==> src/rtl/bin2bcd_pkg.sv <==
// Shared types and constants for the binary-to-BCD converter.
// Holds the FSM state enum and the double-dabble adjust constants.
package bin2bcd_pkg;

  typedef enum logic {
    IDLE  = 1'b0,
    SHIFT = 1'b1
  } state_e;

  localparam logic [3:0] BCD_ADJ_THRESH = 4'd5;
  localparam logic [3:0] BCD_ADJ_ADD    = 4'd3;

endpackage

==> src/rtl/bin_to_bcd_converter_digit_adjust.sv <==
// bcd_digit_adjust: one double-dabble digit correction, +3 when >= 5.
// Ports: digit_i (4b BCD field in), digit_o (4b adjusted field out).
module bcd_digit_adjust
  import bin2bcd_pkg::*;
(
  input  logic [3:0] digit_i,
  output logic [3:0] digit_o
);

  // 4-bit wrap is intended: inputs never exceed 9 in a legal run
  assign digit_o = (digit_i >= BCD_ADJ_THRESH)
                 ? digit_i + BCD_ADJ_ADD
                 : digit_i;

endmodule

==> src/rtl/bin_to_bcd_converter.sv <==
// Sequential double-dabble binary to packed BCD, one iteration/cycle.
// Ports: clock100Mhz, reset (async low), bin_in/in_valid/in_ready,
// bcd_out, out_valid; digit_blank only with BIN2BCD_BLANK_EN defined.
module bin_to_bcd_converter
  import bin2bcd_pkg::*;
#(
  parameter int WIDTH  = 16,
  parameter int DIGITS = 5
) (
  input  logic                  clock100Mhz,
  input  logic                  reset,
  input  logic [WIDTH-1:0]      bin_in,
  input  logic                  in_valid,
  output logic                  in_ready,
  output logic [4*DIGITS-1:0]   bcd_out,
  output logic                  out_valid
`ifdef BIN2BCD_BLANK_EN
  ,
  output logic [DIGITS-1:0]     digit_blank
`endif
);

  localparam int SR_W  = 4 * DIGITS + WIDTH;
  localparam int CNT_W = $clog2(WIDTH + 1);
  localparam logic [CNT_W-1:0] CNT_LAST = CNT_W'(WIDTH - 1);

  state_e              state_q, state_d;
  logic [SR_W-1:0]     sr_q, sr_d;
  logic [SR_W-1:0]     sr_adj, sr_shl;
  logic [CNT_W-1:0]    cnt_q, cnt_d;
  logic [4*DIGITS-1:0] bcd_q, bcd_d;
  logic                out_valid_q, out_valid_d;
  logic                accept;
  logic                last;

  assign accept = (state_q == IDLE) && in_valid;
  assign last   = (state_q == SHIFT) && (cnt_q == CNT_LAST);

  // BCD fields sit above the binary part and are adjusted in parallel
  for (genvar g = 0; g < DIGITS; g++) begin : g_adj
    bcd_digit_adjust u_adj (
      .digit_i (sr_q[WIDTH+4*g +: 4]),
      .digit_o (sr_adj[WIDTH+4*g +: 4])
    );
  end

  assign sr_adj[WIDTH-1:0] = sr_q[WIDTH-1:0];
  assign sr_shl            = sr_adj << 1;

  always_ff @(posedge clock100Mhz or negedge reset) begin
    if (!reset) begin
      state_q <= IDLE;
    end else begin
      state_q <= state_d;
    end
  end

  always_comb begin
    state_d = state_q;
    unique case (state_q)
      IDLE:    if (in_valid) state_d = SHIFT;
      SHIFT:   if (last)     state_d = IDLE;
      default: state_d = IDLE;
    endcase
  end

  always_comb begin
    sr_d        = sr_q;
    cnt_d       = cnt_q;
    bcd_d       = bcd_q;
    out_valid_d = 1'b0;
    if (accept) begin
      sr_d  = {{(4*DIGITS){1'b0}}, bin_in};
      cnt_d = '0;
    end else if (state_q == SHIFT) begin
      sr_d  = sr_shl;
      cnt_d = cnt_q + 1'b1;
      if (last) begin
        bcd_d       = sr_shl[SR_W-1 -: 4*DIGITS];
        out_valid_d = 1'b1;
      end
    end
  end

  always_ff @(posedge clock100Mhz or negedge reset) begin
    if (!reset) begin
      sr_q        <= '0;
      cnt_q       <= '0;
      bcd_q       <= '0;
      out_valid_q <= 1'b0;
    end else begin
      sr_q        <= sr_d;
      cnt_q       <= cnt_d;
      bcd_q       <= bcd_d;
      out_valid_q <= out_valid_d;
    end
  end

  assign in_ready  = (state_q == IDLE);
  assign bcd_out   = bcd_q;
  assign out_valid = out_valid_q;

`ifdef BIN2BCD_BLANK_EN
  localparam logic [DIGITS-1:0] BLANK_RST =
    {{(DIGITS-1){1'b1}}, 1'b0};

  logic [DIGITS-1:0] blank_q, blank_d, blank_nx;
  logic              zero_run;

  // Walk from the top digit down; units digit is never blanked
  always_comb begin
    zero_run = 1'b1;
    blank_nx = '0;
    for (int i = DIGITS - 1; i >= 0; i--) begin
      zero_run    = zero_run & (bcd_d[4*i +: 4] == 4'd0);
      blank_nx[i] = zero_run;
    end
    blank_nx[0] = 1'b0;
  end

  always_comb begin
    blank_d = blank_q;
    if (last) blank_d = blank_nx;
  end

  always_ff @(posedge clock100Mhz or negedge reset) begin
    if (!reset) begin
      blank_q <= BLANK_RST;
    end else begin
      blank_q <= blank_d;
    end
  end

  assign digit_blank = blank_q;
`endif

endmodule
==> config.mk <==
export PLATFORM = sky130hd
export DESIGN_NAME = bin_to_bcd_converter
export DESIGN_NICKNAME = d
export VERILOG_FILES = /design/src/rtl/bin2bcd_pkg.sv /design/src/rtl/bin_to_bcd_converter_digit_adjust.sv /design/src/rtl/bin_to_bcd_converter.sv
export SDC_FILE = /design/constraint.sdc
export NUM_CORES = 1
export LEC_CHECK = 0
export CORE_MARGIN = 4
export CORE_UTILIZATION = 43
export CTS_BUF_LIST = sky130_fd_sc_hd__clkbuf_4 sky130_fd_sc_hd__clkbuf_8
export DETAILED_ROUTE_END_ITERATION = 8
export MAX_ROUTING_LAYER = met4
export PLACE_DENSITY = 0.72
export SYNTH_ARGS = -nofsm -noshare
export SYNTH_HDL_FRONTEND = slang
export SYNTH_SLANG_ARGS = --single-unit
==> constraint.sdc <==
create_clock -name clock100Mhz -period 3.53 [get_ports clock100Mhz]
set_input_delay 0.5295 -clock clock100Mhz [delete_from_list [all_inputs] [get_ports clock100Mhz]]
set_output_delay 0.5295 -clock clock100Mhz [all_outputs]
set_load 0.05 [all_outputs]
* Word level (Yosys, flattened, before mapping)
Index checks and enable logic that the tools add are counted.
** Word-level totals
- Word-level logic and storage cells :: 38
- Register bits :: 63
- Input bits :: 19
** Operators by class
- $lt $le $gt $ge :: 5
- Bitwise operators :: 2
- Equal/unequal tests :: 1
- Add/subtract/negate cells :: 6
- Mux-type cells :: 15
- Reduce and logical (&&, ||, !) cells :: 4
** Operators with widths (count)
- two-way mux 36 bit :: 2
- >= comparator 4 x 3 -> 1 bit (second input constant) :: 5
- adder 4 x 2 -> 4 bit (second input constant) :: 4
- two-way mux 4 bit :: 4
- two-way mux 5 bit :: 2
- adder 5 x 1 -> 5 bit (second input constant) :: 1
- == test 5 x 4 -> 1 bit (second input constant) :: 1
- two-way mux 1 bit :: 5
- adder 3 x 2 -> 3 bit (second input constant) :: 1
- two-way mux 3 bit :: 1
- AND reduction 3 bit :: 1
- logical AND 1 bit :: 2
- inverter 1 bit :: 2
- one-hot mux 1 bit (2 select lines) :: 1
- nonzero test 2 bit :: 1

* Depth between registers and ports, before layout
- Depth after elaboration :: 5
- Depth in mapped cells :: 8
- Mapped depth without buffers :: 7

* Cells and area by module
From an unflattened synthesis, not the netlist that was laid out.
** Unflattened totals
- Cells, all modules :: 263
- Area total of the unflattened synthesis :: 3064.2 µm²
** By module, submodules not included
- bin_to_bcd_converter :: area each 2557.5 µm², times used 1, cells each 183
- bcd_digit_adjust :: area each 101.3 µm², times used 5, cells each 16

* Least setup slack after synthesis
Ideal clock, no wire load.
- Path type :: register to register
- Start :: register cnt_q[0]
- End :: register bcd_q[17] (netlist: bcd_out[17])
- Data required time :: 3.404 ns
- Clock period less this slack :: 1.750 ns
- Arrival time :: 1.624 ns
- Setup slack :: 1.780 ns
- Stages on the path, launching flop included :: 9
- Setup time :: 0.126 ns
- Cell sequence :: dfrtp_1 -> ha_1 -> and3_1 -> ha_1 -> nand2_4 -> buf_6 -> clkbuf_1 -> a2111o_1 -> nand3_1
** Between the ends
- Cells in the longest elaborated chain, start to end :: 3
** Ends and longest elaborated chain
- from (decl) :: line bin_to_bcd_converter.sv:30 : logic [CNT_W-1:0] cnt_q, cnt_d;
- from (signal assigned) :: line bin_to_bcd_converter.sv:93 : cnt_q <= cnt_d;
- == test 5 x 4 -> 1 bit :: line bin_to_bcd_converter.sv:37 : assign last = (state_q == SHIFT) && (cnt_q == CNT_LAST);
- logical AND 1 bit :: line bin_to_bcd_converter.sv:37
- AND reduction 3 bit (no line)
- to (signal assigned) :: line bin_to_bcd_converter.sv:89 : bcd_q <= '0;
- to (signal assigned) :: line bin_to_bcd_converter.sv:94 : bcd_q <= bcd_d;
- to (decl) :: line bin_to_bcd_converter.sv:31 : logic [4*DIGITS-1:0] bcd_q, bcd_d;
No other way between the ends.
A chain may end at the register's enable or synchronous reset.

* Final worst setup path
- Start :: register cnt_q[0]
- End :: register bcd_q[19] (netlist: bcd_out[19])
The elaborated chain is that of the path after synthesis.

==> impl_metrics.csv <==
group,metric,value,unit
global_route,grt_usage,17.7,%
place,hpwlAfterDp,4830,um
floorplan,die_area,0.00919,mm^2
critical_path,critPathKind,"reg2reg",
place,portBuffers,40,
place,globalplace.congestion,0.806,
synthesis,netlist_instances,352,
timing,clock_skew,0.00781,ns
routing,routed_wl,7290,um
timing,post-route-period-util,69.4,%
critical_path,required,3.76,ns
finish,num-fill-cells,693,
pwr,peakVddDrop,0.388,mV
global_route,antenna_found_initial,0,
floorplan,initial_core_util,45.0,%
timing,relSlewSlack,35.9,%
synthesis,ys_ff_latch,63,
clock_network,clk-insertion-delay-late,0.34,ns
pwr,p_leak,0.00172,uW
timing,worstMarginPinSlew,0.957,ns
clock_network,hold_buffers,0,
finish,area_growth,19.3,%
critical_path,critPathArrivalTime,2.68,ns
clock_network,post-cts-setup-buffers,0,
synthesis,synth_nets,383,
global_route,grt_pass1_vias,2586,
routing,via_count,2734,
pwr,p_per_area,933,mW/mm^2
global_route,grt_pass1_wl,12300,um
run_status,status,"completed",
clock_network,h-tree-depth,3,
clock_network,cts.sinks,63,
min_path,hp-class,"in2async",
timing,fmax,408,MHz
timing,holdWs,0.305,ns
clock_network,cts-resized-gates,0,
clock_network,clockBufferDepth,2,
routing,dr.first_iter.drc_count,155,
synthesis,yosysWarningCount,0,
critical_path,crit_path_start_kind,"flip-flop",
floorplan,fp-row-count,31,
timing,rsz0062_at_grt,"no",
critical_path,cp_max_fo,31,
timing,setup_tns,0,ns
finish,n_antenna_cell,0,
timing,report.final.slew_viol_count,0,
timing,setup_violations,0,
finish,drive_gt1_share,6.70,%
routing,first_pass_iters,4,
clock_network,cts_tree,"built",
global_route,grt_remaining_overflow,0,
clock_network,cts-root-buf,"clkbuf_8",
critical_path,cp-end-kind,"flip-flop",
synthesis,synth_area,0.00332,mm^2
synthesis,ys_seq_area_share,47.5,%
routing,drc_errors,0,
floorplan,die_w,95.9,um
finish,nNetsFinal,414,
timing,period_minus_slack,2.45,ns
clock_network,cts_made_buffers,9,
floorplan,core_area,0.00737,mm^2
synthesis,avgSynthCellArea,9.43,um^2
clock_network,clk_pin_slew,0.07,ns
routing,routed_via_density,5.61,
global_route,grt_max_degree,39,
flow_run,maxCapViolCount,0,
floorplan,die_h,95.9,um
routing,wl_per_cell,15.0,um
routing,antenna_left,0,
timing,timing_hold_violations_final,0,
floorplan,ios,41,
synthesis,ys_types,40,
-- stage by stage --
| step | total power, uW | instance area (um^2) | setup slack [ns] | instances | utilization (%) |
|---|---|---|---|---|---|
| floorplan | 2580 | 3320 | 1.78 | 352 | - |
| global placement | 3010 | 3760 | 1.11 | 471 | 51.1 |
| detailed placement | 3060 | 3760 | 1.10 | 471 | 51.1 |
| CTS | 3720 | 3960 | 1.07 | 487 | 53.7 |
| global route | 3980 | 3960 | 0.890 | 487 | 53.7 |
| finish | 3690 | 3960 | 1.08 | 487 | 53.7 |
-- area by class of cell --
type / instances / area (um^2) / share of cell area [%]
timing repair buffer: 46 / 440 / 11.1
inverter: 17 / 63.8 / 1.61
tap: 99 / 124 / 3.13
clock inverter: 4 / 45.0 / 1.14
multi-input combinational: 246 / 1560 / 39.3
clock buffer: 12 / 153 / 3.85
sequential: 63 / 1580 / 39.8
-- per-layer routing --
metal | share of wire, % | global-route usage (%) | routed length (um) | vias to the layer above
li1 | - | - | - | 1335
met1 | 47 | 23.1 | 3450 | 1307
met3 | 6.5 | 5.00 | 471 | 9
met5 | 0 | - | 0 | -
met2 | 45 | 27.2 | 3310 | 83
met4 | 0.80 | 4.15 | 58 | 0
-- sequential cells by signal (all words and copies together), names as in the netlist --
| name | cells |
|---|---|
| state_q | 1 |
| sr_q | 36 |
| cnt_q | 5 |
| out_valid | 1 |
| bcd_out | 20 |
-- power by group --
group          internal (uW)  switching (uW)
combinational            653            1070
clock                    358             281
sequential              1030             306
total                   2040            1660
-- synth_stat cells, drive strengths merged --
library cell   n  share of area (%)
a31oi          6                1.1
a211o          1               0.26
o22ai          1               0.19
o21ai         36                5.4
o2111ai        3               0.79
o311ai         4                1.1
and3           1               0.19
or4            5                1.1
clkbuf        16                1.8
ha            12                4.5
inv           17                1.9
nor2           7               0.79
nand3         27                4.1
a32oi          4                1.1
nor3b          4               0.90
nand4          4               0.75
a211oi         4               0.90
nor2b          9                1.7
a2bb2oi        1               0.26
a2111o         7                2.4
xor2           1               0.26
nand2b         7                1.3
dfrtp         63                 47
nor4           1               0.19
mux2i         17                5.1
nor3           1               0.15
nand2         56                6.6
o31ai          9                2.0
a22o           1               0.26
a21oi          6               0.90
mux2           1               0.34
o211ai         3               0.68
buf           10                1.8
a21boi         4               0.90
a311o          1               0.30
or3            2               0.38
-- worst paths after layout --
kind	from	endpoint	cells after the start	slack, ns
max	cnt_q[0]$_DFFE_PN0P_	bcd_out[19]$_DFFE_PN0P_	6	1.08
min	reset	bcd_out[18]$_DFFE_PN0P_	1	0.31
max reg2reg	cnt_q[0]$_DFFE_PN0P_	bcd_out[19]$_DFFE_PN0P_	6	1.08
min reg2reg	sr_q[5]$_DFFE_PN0P_	sr_q[6]$_DFFE_PN0P_	2	0.47
max in group asynchronous	reset	sr_q[27]$_DFFE_PN0P_	2	2.49
min in group clock100Mhz	sr_q[5]$_DFFE_PN0P_	sr_q[6]$_DFFE_PN0P_	2	0.47
-- cell usage in the layout, fill, tap and decap left out, types with 3 or more instances in the layout --
master and instances:
a32oi_1 4, a211oi_1 4, nor3b_1 4, nor2_1 7, inv_1 16, a21boi_0 4
clkdlybuf4s50_1 39, nor2b_1 9, o21ai_0 36, nand2_1 55, clkbuf_8 10, o211ai_1 3
o311ai_0 4, mux2i_1 17, nand3_1 27, nand2b_1 7, a31oi_1 6, a21oi_1 6
buf_4 6, clkinv_2 3, o2111ai_1 3, ha_1 12, dfrtp_1 63, or4_1 5
a2111o_1 7, nand4_1 4, o31ai_1 9
-- cells by family (layout without fill, tap and decap cells) --
logic type,Yosys count,in the layout,synth area share [%]
xor+xnor,1,1,0.264
mux,18,18,5.47
buf+inv,43,79,5.58
flops,63,63,47.5
fa+ha+maj,12,12,4.52
compound gates,91,91,18.5
simple gates,124,124,18.1
-- worst max-delay path, cell delays in order (launching register included) --
cell     delay, ns
dfrtp_1       0.38
ha_1          0.21
and3_1        0.17
ha_1          0.31
nand2_4       0.26
inv_1         0.60
mux2_2        0.41
(Power assumes the default switching activity.)
